==> src/rtl/raw_forward_scoreboard.sv <==
// raw_forward_scoreboard
//
// Read-after-write hazard unit for the write-back path. An in-order pending
// FIFO tracks issued but uncommitted register writes. A short history of
// recent write-backs covers the register-file write-to-read latency.
// Operand requests stall while a source has an outstanding write. Otherwise
// they return the freshest value one cycle later.
//
// Parameters
//   DATA_W  operand/result width
//   ADDR_W  register address width
//   HIST    write-back history depth (>= 1)
//   PEND    max outstanding issued writes (power of two, >= 2)
//
// Ports
//   Clock, Reset_n                  clock, async active-low reset
//   Issue_Valid/Issue_Dest          issued write destination
//   Issue_Ready                     scoreboard can accept an issue
//   WB_Valid/WB_Add/WB_Data         in-order commit of the oldest write
//   Req_Valid/Req_Ready             operand read handshake
//   Source_Add1/2, SourceD1/2       source registers and (possibly stale) RF data
//   Data1/Data2, Out_Valid          resolved operands, registered
//   Err                             sticky: out-of-order WB or WB with nothing pending
//
// Optional feature macro: RAW_ZERO_REG_EN. When it is defined, register 0 is
// hardwired zero. It never hazards, it always reads 0 and it is never forwarded.

module raw_forward_scoreboard #(
  parameter int DATA_W = 16,
  parameter int ADDR_W = 8,
  parameter int HIST   = 3,
  parameter int PEND   = 4
) (
  input  logic              Clock,
  input  logic              Reset_n,
  input  logic              Issue_Valid,
  input  logic [ADDR_W-1:0] Issue_Dest,
  output logic              Issue_Ready,
  input  logic              WB_Valid,
  input  logic [ADDR_W-1:0] WB_Add,
  input  logic [DATA_W-1:0] WB_Data,
  input  logic              Req_Valid,
  output logic              Req_Ready,
  input  logic [ADDR_W-1:0] Source_Add1,
  input  logic [ADDR_W-1:0] Source_Add2,
  input  logic [DATA_W-1:0] SourceD1,
  input  logic [DATA_W-1:0] SourceD2,
  output logic [DATA_W-1:0] Data1,
  output logic [DATA_W-1:0] Data2,
  output logic              Out_Valid,
  output logic              Err
);

  localparam int PTR_W = (PEND > 1) ? $clog2(PEND) : 1;
  localparam int CNT_W = PTR_W + 1;
  localparam logic [CNT_W-1:0] FULL = CNT_W'(PEND);

  // Pending-write FIFO
  logic [ADDR_W-1:0] fifo [PEND];
  logic [PTR_W-1:0]  rd_ptr;
  logic [PTR_W-1:0]  wr_ptr;
  logic [CNT_W-1:0]  count;

  // Write-back history, index 0 is the newest entry
  logic [HIST-1:0]   hist_vld;
  logic [ADDR_W-1:0] hist_addr [HIST];
  logic [DATA_W-1:0] hist_data [HIST];

  logic              empty;
  logic              push;
  logic              pop;
  logic              wb_bad;
  logic              hazard1;
  logic              hazard2;
  logic              accept;
  logic [DATA_W-1:0] resolved1;
  logic [DATA_W-1:0] resolved2;
  logic [ADDR_W-1:0] head;

  assign head  = fifo[rd_ptr];
  assign empty = (count == '0);
  assign pop   = WB_Valid && !empty;
  // A commit with nothing pending, or one that does not match the oldest
  // issue, means the pipeline has lost write ordering.
  assign wb_bad = WB_Valid && (empty || (WB_Add != head));
  // When the FIFO is full, a commit in the same cycle frees the slot the push needs.
  assign Issue_Ready = (count < FULL) || WB_Valid;
  assign push        = Issue_Valid && Issue_Ready;

  // An entry blocks a source unless it is the head that commits this cycle
  // to that same register. The live WB port then supplies the value.
  // A duplicate destination further back keeps the hazard alive.
  function automatic logic src_hazard(input logic [ADDR_W-1:0] src);
    logic             hit;
    logic [PTR_W-1:0] idx;
    hit = 1'b0;
    for (int i = 0; i < PEND; i++) begin
      idx = rd_ptr + PTR_W'(i);
      if ((CNT_W'(i) < count) && (fifo[idx] == src) &&
          !((i == 0) && pop && (WB_Add == src)))
        hit = 1'b1;
    end
`ifdef RAW_ZERO_REG_EN
    if (src == '0)
      hit = 1'b0;
`endif
    return hit;
  endfunction

  // Freshest value: live WB port, then the history from newest to oldest,
  // then the register file.
  function automatic logic [DATA_W-1:0] resolve(input logic [ADDR_W-1:0] src,
                                                input logic [DATA_W-1:0] rf);
    logic [DATA_W-1:0] val;
    logic              found;
    val   = rf;
    found = 1'b0;
    if (WB_Valid && (WB_Add == src)) begin
      val   = WB_Data;
      found = 1'b1;
    end
    for (int i = 0; i < HIST; i++) begin
      if (!found && hist_vld[i] && (hist_addr[i] == src)) begin
        val   = hist_data[i];
        found = 1'b1;
      end
    end
`ifdef RAW_ZERO_REG_EN
    if (src == '0)
      val = '0;
`endif
    return val;
  endfunction

  always_comb begin
    hazard1   = src_hazard(Source_Add1);
    hazard2   = src_hazard(Source_Add2);
    resolved1 = resolve(Source_Add1, SourceD1);
    resolved2 = resolve(Source_Add2, SourceD2);
  end

  assign Req_Ready = !(hazard1 || hazard2);
  assign accept    = Req_Valid && Req_Ready;

  // Control state, pointers, history valids and output registers
  always_ff @(posedge Clock or negedge Reset_n) begin
    if (!Reset_n) begin
      rd_ptr    <= '0;
      wr_ptr    <= '0;
      count     <= '0;
      Err       <= 1'b0;
      Out_Valid <= 1'b0;
      Data1     <= '0;
      Data2     <= '0;
      hist_vld  <= '0;
    end else begin
      if (push)
        wr_ptr <= wr_ptr + PTR_W'(1);
      if (pop)
        rd_ptr <= rd_ptr + PTR_W'(1);
      case ({push, pop})
        2'b10:   count <= count + CNT_W'(1);
        2'b01:   count <= count - CNT_W'(1);
        default: count <= count;
      endcase
      if (wb_bad)
        Err <= 1'b1;
      Out_Valid <= accept;
      if (accept) begin
        Data1 <= resolved1;
        Data2 <= resolved2;
      end
      for (int i = HIST - 1; i > 0; i--)
        hist_vld[i] <= hist_vld[i-1];
      hist_vld[0] <= WB_Valid;
    end
  end

  // FIFO storage and history payload: contents only matter behind a valid
  always_ff @(posedge Clock) begin
    if (push)
      fifo[wr_ptr] <= Issue_Dest;
    for (int i = HIST - 1; i > 0; i--) begin
      hist_addr[i] <= hist_addr[i-1];
      hist_data[i] <= hist_data[i-1];
    end
    hist_addr[0] <= WB_Add;
    hist_data[0] <= WB_Data;
  end

endmodule

==> config.mk <==
export PLATFORM = sky130hd
export DESIGN_NAME = raw_forward_scoreboard
export DESIGN_NICKNAME = d
export VERILOG_FILES = /design/src/rtl/raw_forward_scoreboard.sv
export SDC_FILE = /design/constraint.sdc
export NUM_CORES = 1
export LEC_CHECK = 0
export CAP_MARGIN = 20
export CORE_MARGIN = 2
export CORE_UTILIZATION = 40
export CTS_CLUSTER_SIZE = 16
export DETAILED_ROUTE_END_ITERATION = 10
export HOLD_SLACK_MARGIN = 0.1
export SYNTH_ARGS = -nofsm -noshare
export SYNTH_HDL_FRONTEND = slang
export SYNTH_SLANG_ARGS = --single-unit
==> constraint.sdc <==
create_clock -name Clock -period 7.8 [get_ports Clock]
set_input_delay 1.17 -clock Clock [delete_from_list [all_inputs] [get_ports Clock]]
set_output_delay 1.17 -clock Clock [all_outputs]
set_load 0.1 [all_outputs]
==> metrics.txt, run 1 <==
status=complete, no violations; Post-synth EDFFs=32; total grt overflow=0; logic gate share of total power=44.6%; Sw Ratio=40.4%; maximum clock frequency=0.162 GHz; PortBufs=120; Warnings, synthesis=0; sequential share of the synthesized area=41.2%; final worst path period share=78.9%; placed insts=1,072; Worst Path Arrival=4990 ps; Antenna Nets Post-Route=0; DRT iter0 DRCs=440; Synth Area in Compound Gates=9.25%; Layout area overhead=21.7%; # setup viols final=0; CP Data Required Time=6630 ps; final net count=911; final setup TNS=0 ps; Avg WL per Cell=22.4 um; Post-Syn Area per Cell=11.6 um2; asr flop ratio synth=29.7%; io pins=121; vias in the first global route=6,310; share of cells above drive strength 1=15.2%; register area=3500 um2; Cells after Synth=732; Mapped Nets=826; clock power share=25.9%; kind of critical path=primary input to primary output; largest cells by area after synthesis=dfxtp_1, dfrtp_1, xnor2_1, edfxtp_1, mux4_2; Synth cell types=47; Total Routing Usage GR=22.4%; core area=21,000 um2; cts repair resizes=0; Clock Latency Late Sink=430 ps; CTS Sinks=148; sequential power share=29.5%; Vias per Instance=5.66; routability cong.=0.894; final wirelength=24.7 mm; fin util=49.4%; main combinational cell family by area after synthesis=multiplexers; RSZ-0062 raised after global routing=false; footprint of the multi-input gates=4600 um2; Die H=150 um; Slew headroom=30.0%; DR pass1 iterations=4; Leak=0.00380 uW; Starting Density=40.6%; CP Capture Type=primary output; Vias=6,259; Synth area leader=dfxtp_1; htree depth=4; Max Cap Viol=0; Placed Instance Area=9730 um2; final hold viol count=0; hold_buf cts=0; die area=22,500 um2; post-synth top area share=16.9%; CTS tree=done; Final Skew=11.6 ps; Post-Synth Simple-Gate Area=9.91%; Final Max Tran Viols=0; Pwr Density=319 nW/um2; chip width=150 um; number of synthesized register bits=148; Adder-Cell Fraction of Synth Area=1.32%; minimum clock period=6160 ps; Main synth FF type=dfxtp_1; ANT cells=0; mux share of post-synthesis cell area=18.6%; peak supply drop=0.192 mV; worst slew pin tran=1040 ps; postcts setup bufs=0; HP Class=register to register; CP Launch Type=primary input; initial antenna violation count=0; cell with the most instances after synthesis=xnor2_1; total power=3300 uW; CTS Buf Count=17; Clock transition at path regs=70 ps; Commonest cells post-synth=xnor2_1, dfxtp_1, dfrtp_1; clk root buf=clkbuf_16; # rows=53; global-route wire length before repair=37.5 mm; hpwl dp=18.3 mm; synthesized area=8510 um2; Filler Cell Count=1,930; fin cells=1,105; CTS Buffer Depth=2; P_int=1970 uW; DR DRC count=0; largest net degree at the start of global routing=45; Psw=1330 uW; crit-path max FO=18; post-route cell area=10,400 um2; Synth Area in XOR/XNOR=14.7%
==> state kept, by name, indices dropped and copies added, names as in the netlist <==
| register | count |
|---|---|
| Data1 | 16 |
| Data2 | 16 |
| Err | 1 |
| Out_Valid | 1 |
| count | 3 |
| fifo | 32 |
| hist_addr | 24 |
| hist_data | 48 |
| hist_vld | 3 |
| rd_ptr | 2 |
| wr_ptr | 2 |
==> cells in the final DEF, fill, tap and decap left out, types with 9 or more instances in the layout <==
| cell | n |
|---|---|
| xnor2_1 | 125 |
| clkdlybuf4s50_1 | 119 |
| dfxtp_1 | 72 |
| dfrtp_1 | 44 |
| nand4_1 | 40 |
| edfxtp_1 | 32 |
| mux2_4 | 29 |
| a21oi_1 | 28 |
| mux2_2 | 27 |
| nor4_1 | 24 |
| mux4_2 | 23 |
| o31ai_1 | 22 |
| nand2_1 | 20 |
| nor2_1 | 18 |
| xor2_1 | 18 |
| clkbuf_16 | 18 |
| inv_1 | 17 |
| a31oi_1 | 16 |
| o31a_1 | 12 |
| a211o_1 | 12 |
| o211ai_1 | 12 |
| mux4_1 | 9 |
| nor3_1 | 9 |
| mux2i_1 | 9 |
| ha_1 | 9 |
==> final cells by class <==
type | instances | share of cell area (%)
Timing Repair Buffer | 125 | 12.0
Clock buffer | 18 | 4.35
Multi-Input combinational cell | 508 | 44.4
Tap cell | 275 | 3.32
Sequential cell | 148 | 33.8
Inverter | 17 | 0.616
Clock inverter | 14 | 1.49
==> kinds of logic (layout without fill, tap and decap cells) <==
logic type,count (synthesis),count (layout)
mux,97,97
buf+inv,76,174
xor+xnor,143,143
simple gates,146,146
compound gates,113,113
flops,148,148
fa+ha+maj,9,9
==> critical path, cell delays in order <==
cell and delay [ps]:
clkdlybuf4s50_1 810, xnor2_1 190, nand4_2 470, o31ai_1 430
nor3_1 120, nor4_2 380, and3_1 250, clkdlybuf4s50_1 1150
==> per-stage QoR <==
stage                     hold slack [ps]  worst slack (ps)
after global routing                  376              1430
final                                 369              1640
after detailed placement              360              1660
after CTS                             366              1640
after floorplan                       348              3400
after global placement                354              1680
==> layer usage <==
metal | GRT usage (%) | routed length, um | up-vias
li1 | - | - | 2899
met1 | 31.2 | 11300 | 3109
met2 | 35.2 | 11500 | 215
met3 | 3.84 | 1370 | 36
met4 | 7.97 | 591 | 0
met5 | 0 | 0 | -
==> power by group through the flow <==
stage	Sequential (uW)	Combinational [uW]	Clock, uW
final	973	1470	854
after global routing	987	1570	900
after CTS	973	1490	867
after detailed placement	989	1480	0
after global placement	981	1480	0
after floorplan	1280	865	0
==> worst paths after layout <==
kind / startpoint / end / slack, ps / cells after the start
max reg2reg: rd_ptr[0] / Data2[13] / 4070 / 8
min: hist_data[0][31] / hist_data[0][47] / 370 / 0
max: Source_Add1[4] / Req_Ready / 1640 / 8
min in group asynchronous: Reset_n / Data1[9] / 590 / 1
max in group asynchronous: Reset_n / Data2[15] / 6720 / 2
min reg2reg: hist_data[0][31] / hist_data[0][47] / 370 / 0
No activity file was read; power rests on OpenSTA's default activity.
==> run 2, diff against run 1 <==
==> constraint.sdc (replaced) <==
create_clock -name Clock -period 6 [get_ports Clock]
set_input_delay 0.9 -clock Clock [delete_from_list [all_inputs] [get_ports Clock]]
set_output_delay 0.9 -clock Clock [all_outputs]
set_load 0.1 [all_outputs]
==> metrics.txt, run 2 (same netlist as run 1, synthesis figures left out) <==
total grt overflow=0; # setup viols final=0; vias in the first global route=6,581; Worst Reg2Reg Path Length in Cells=8; final wirelength=24.6 mm; Reg with most FFs=hist_data; Filler Cell Count=1,890; largest net degree at the start of global routing=45; Clock transition at path regs=70 ps; initial antenna violation count=0; peak supply drop=0.229 mV; DR DRC count=0; Leak=0.00381 uW; commonest non-fill, non-tap cell in the layout=xnor2_1; fin cells=1,108; r2r setup slk=1990 ps; top flop regs=hist_data: 48 flops, fifo: 32 flops, hist_addr: 24 flops; CP Data Required Time=5100 ps; worst slew pin tran=1080 ps; CTS Sinks=148; cts repair resizes=0; RSZ-0062 raised after global routing=false; Vias per Instance=5.74; DRT iter0 DRCs=374; max reg flops=48; Critical Path End=Req_Ready; most frequent cells in the layout=xnor2_1, clkdlybuf4s50_1, dfxtp_1; # rows=53; share of cells above drive strength 1=15.6%; postcts setup bufs=0; Crit path max-delay family=simple AND/OR/NAND/NOR gates; chip width=150 um; Clock Latency Late Sink=430 ps; final net count=914; placed insts=1,075; Layout area overhead=21.9%; PortBufs=120; CP cell instances=clkdlybuf4s50_1, xnor2_1, nand4_2, o31ai_1, nor3_1, nor4_2, and3_1, buf_4; hold_buf cts=0; CTS Buffer Depth=2; fin util=49.5%; Total Routing Usage GR=22.1%; final setup TNS=0 ps; Antenna Nets Post-Route=0; die area=22,500 um2; reg2reg end=Data1[10]; Slew headroom=27.3%; Vias=6,358; routability cong.=0.883; DR pass1 iterations=5; Final Max Tran Viols=0; Max Cap Viol=0; highest cell delay on the worst timing path=850 ps; RR Startpoint=rd_ptr[1]; Die H=150 um; post-route cell area=10,400 um2; Placed Instance Area=9750 um2; Avg WL per Cell=22.2 um; CP Launch Type=primary input; kind of critical path=primary input to primary output; htree depth=4; io pins=121; CTS tree=done; core area=21,000 um2; hpwl dp=17.5 mm; global-route wire length before repair=37.7 mm; final worst path period share=80.2%; status=complete, no violations; Pwr Density=410 nW/um2; CTS Buf Count=17; final hold viol count=0; CP Capture Type=primary output; CP max-delay cell=clkdlybuf4s50_1; Critical path origin=Source_Add1[0]; Final Skew=13.7 ps; maximum clock frequency=0.208 GHz; Starting Density=40.6%; crit-path max FO=18; CP Buf/Inv Count=2; Worst Path Arrival=3910 ps; HP Class=primary input to async pin; WP depth=8; ANT cells=0; clk root buf=clkbuf_16; minimum clock period=4810 ps
## run 2: cell types whose count changed in the layout (fill, tap and decap cells not counted)
cell and delta:
buf_4 +4, clkdlybuf4s50_1 -1, clkinv_2 -1, clkinv_4 +1
clkinv_8 +1, inv_4 +1, inv_6 +1, inv_8 -3
nor3_2 +1, nor3_4 -1
## run 2: per-stage QoR
stage                     power (uW)  setup slack (ps)  hold WS [ps]
after floorplan                 2780              2140           348
after global placement          3160              1180           356
after detailed placement        3170              1070           358
after CTS                       4280              1190           364
after global routing            4440               959           346
final                           4250              1190           344
## run 2: area by class of cell
type                       instances  area, um2  share of cell area (%)
multi-input combinational        508       4590                    44.2
sequential                       148       3500                    33.8
clock buffer                      18        450                    4.34
timing repair buffer             128       1270                    12.2
clock inverter                    14        155                    1.50
inverter                          17       63.8                   0.615
tap                              275        344                    3.32
## run 2: power by group
part           internal, uW  switching [uW]
Combinational           776            1070
Clock                   616             486
Sequential             1170             135
## run 2: worst reg2reg max path, stage by stage, from the launching register on
cell and delay (ps):
dfrtp_1 1010, buf_4 330, mux4_2 560, xnor2_1 150, nand4_1 120, o22ai_1 120, o21ai_1 250, nand4_4 750
mux2_4 600
## run 2: metal layers
metal | GRT usage, % | vias to the layer above | part of all wire, %
met5 | 0 | - | 0
met4 | 8.07 | 0 | 2.1
met3 | 3.23 | 40 | 6.1
met2 | 35.5 | 262 | 47
met1 | 30.4 | 3138 | 44
li1 | - | 2918 | -
## run 2: worst min path at each step
stage | slack (ps) | cells after the start | to | startpoint
after floorplan | 350 | 0 | hist_data[0][32] | hist_data[0][16]
after global placement | 360 | 0 | hist_data[0][34] | hist_data[0][18]
after detailed placement | 360 | 0 | hist_data[0][34] | hist_data[0][18]
after CTS | 360 | 0 | hist_data[0][39] | hist_data[0][23]
after global routing | 350 | 1 | Data2[14] | Reset_n
final | 340 | 1 | Data2[13] | Reset_n
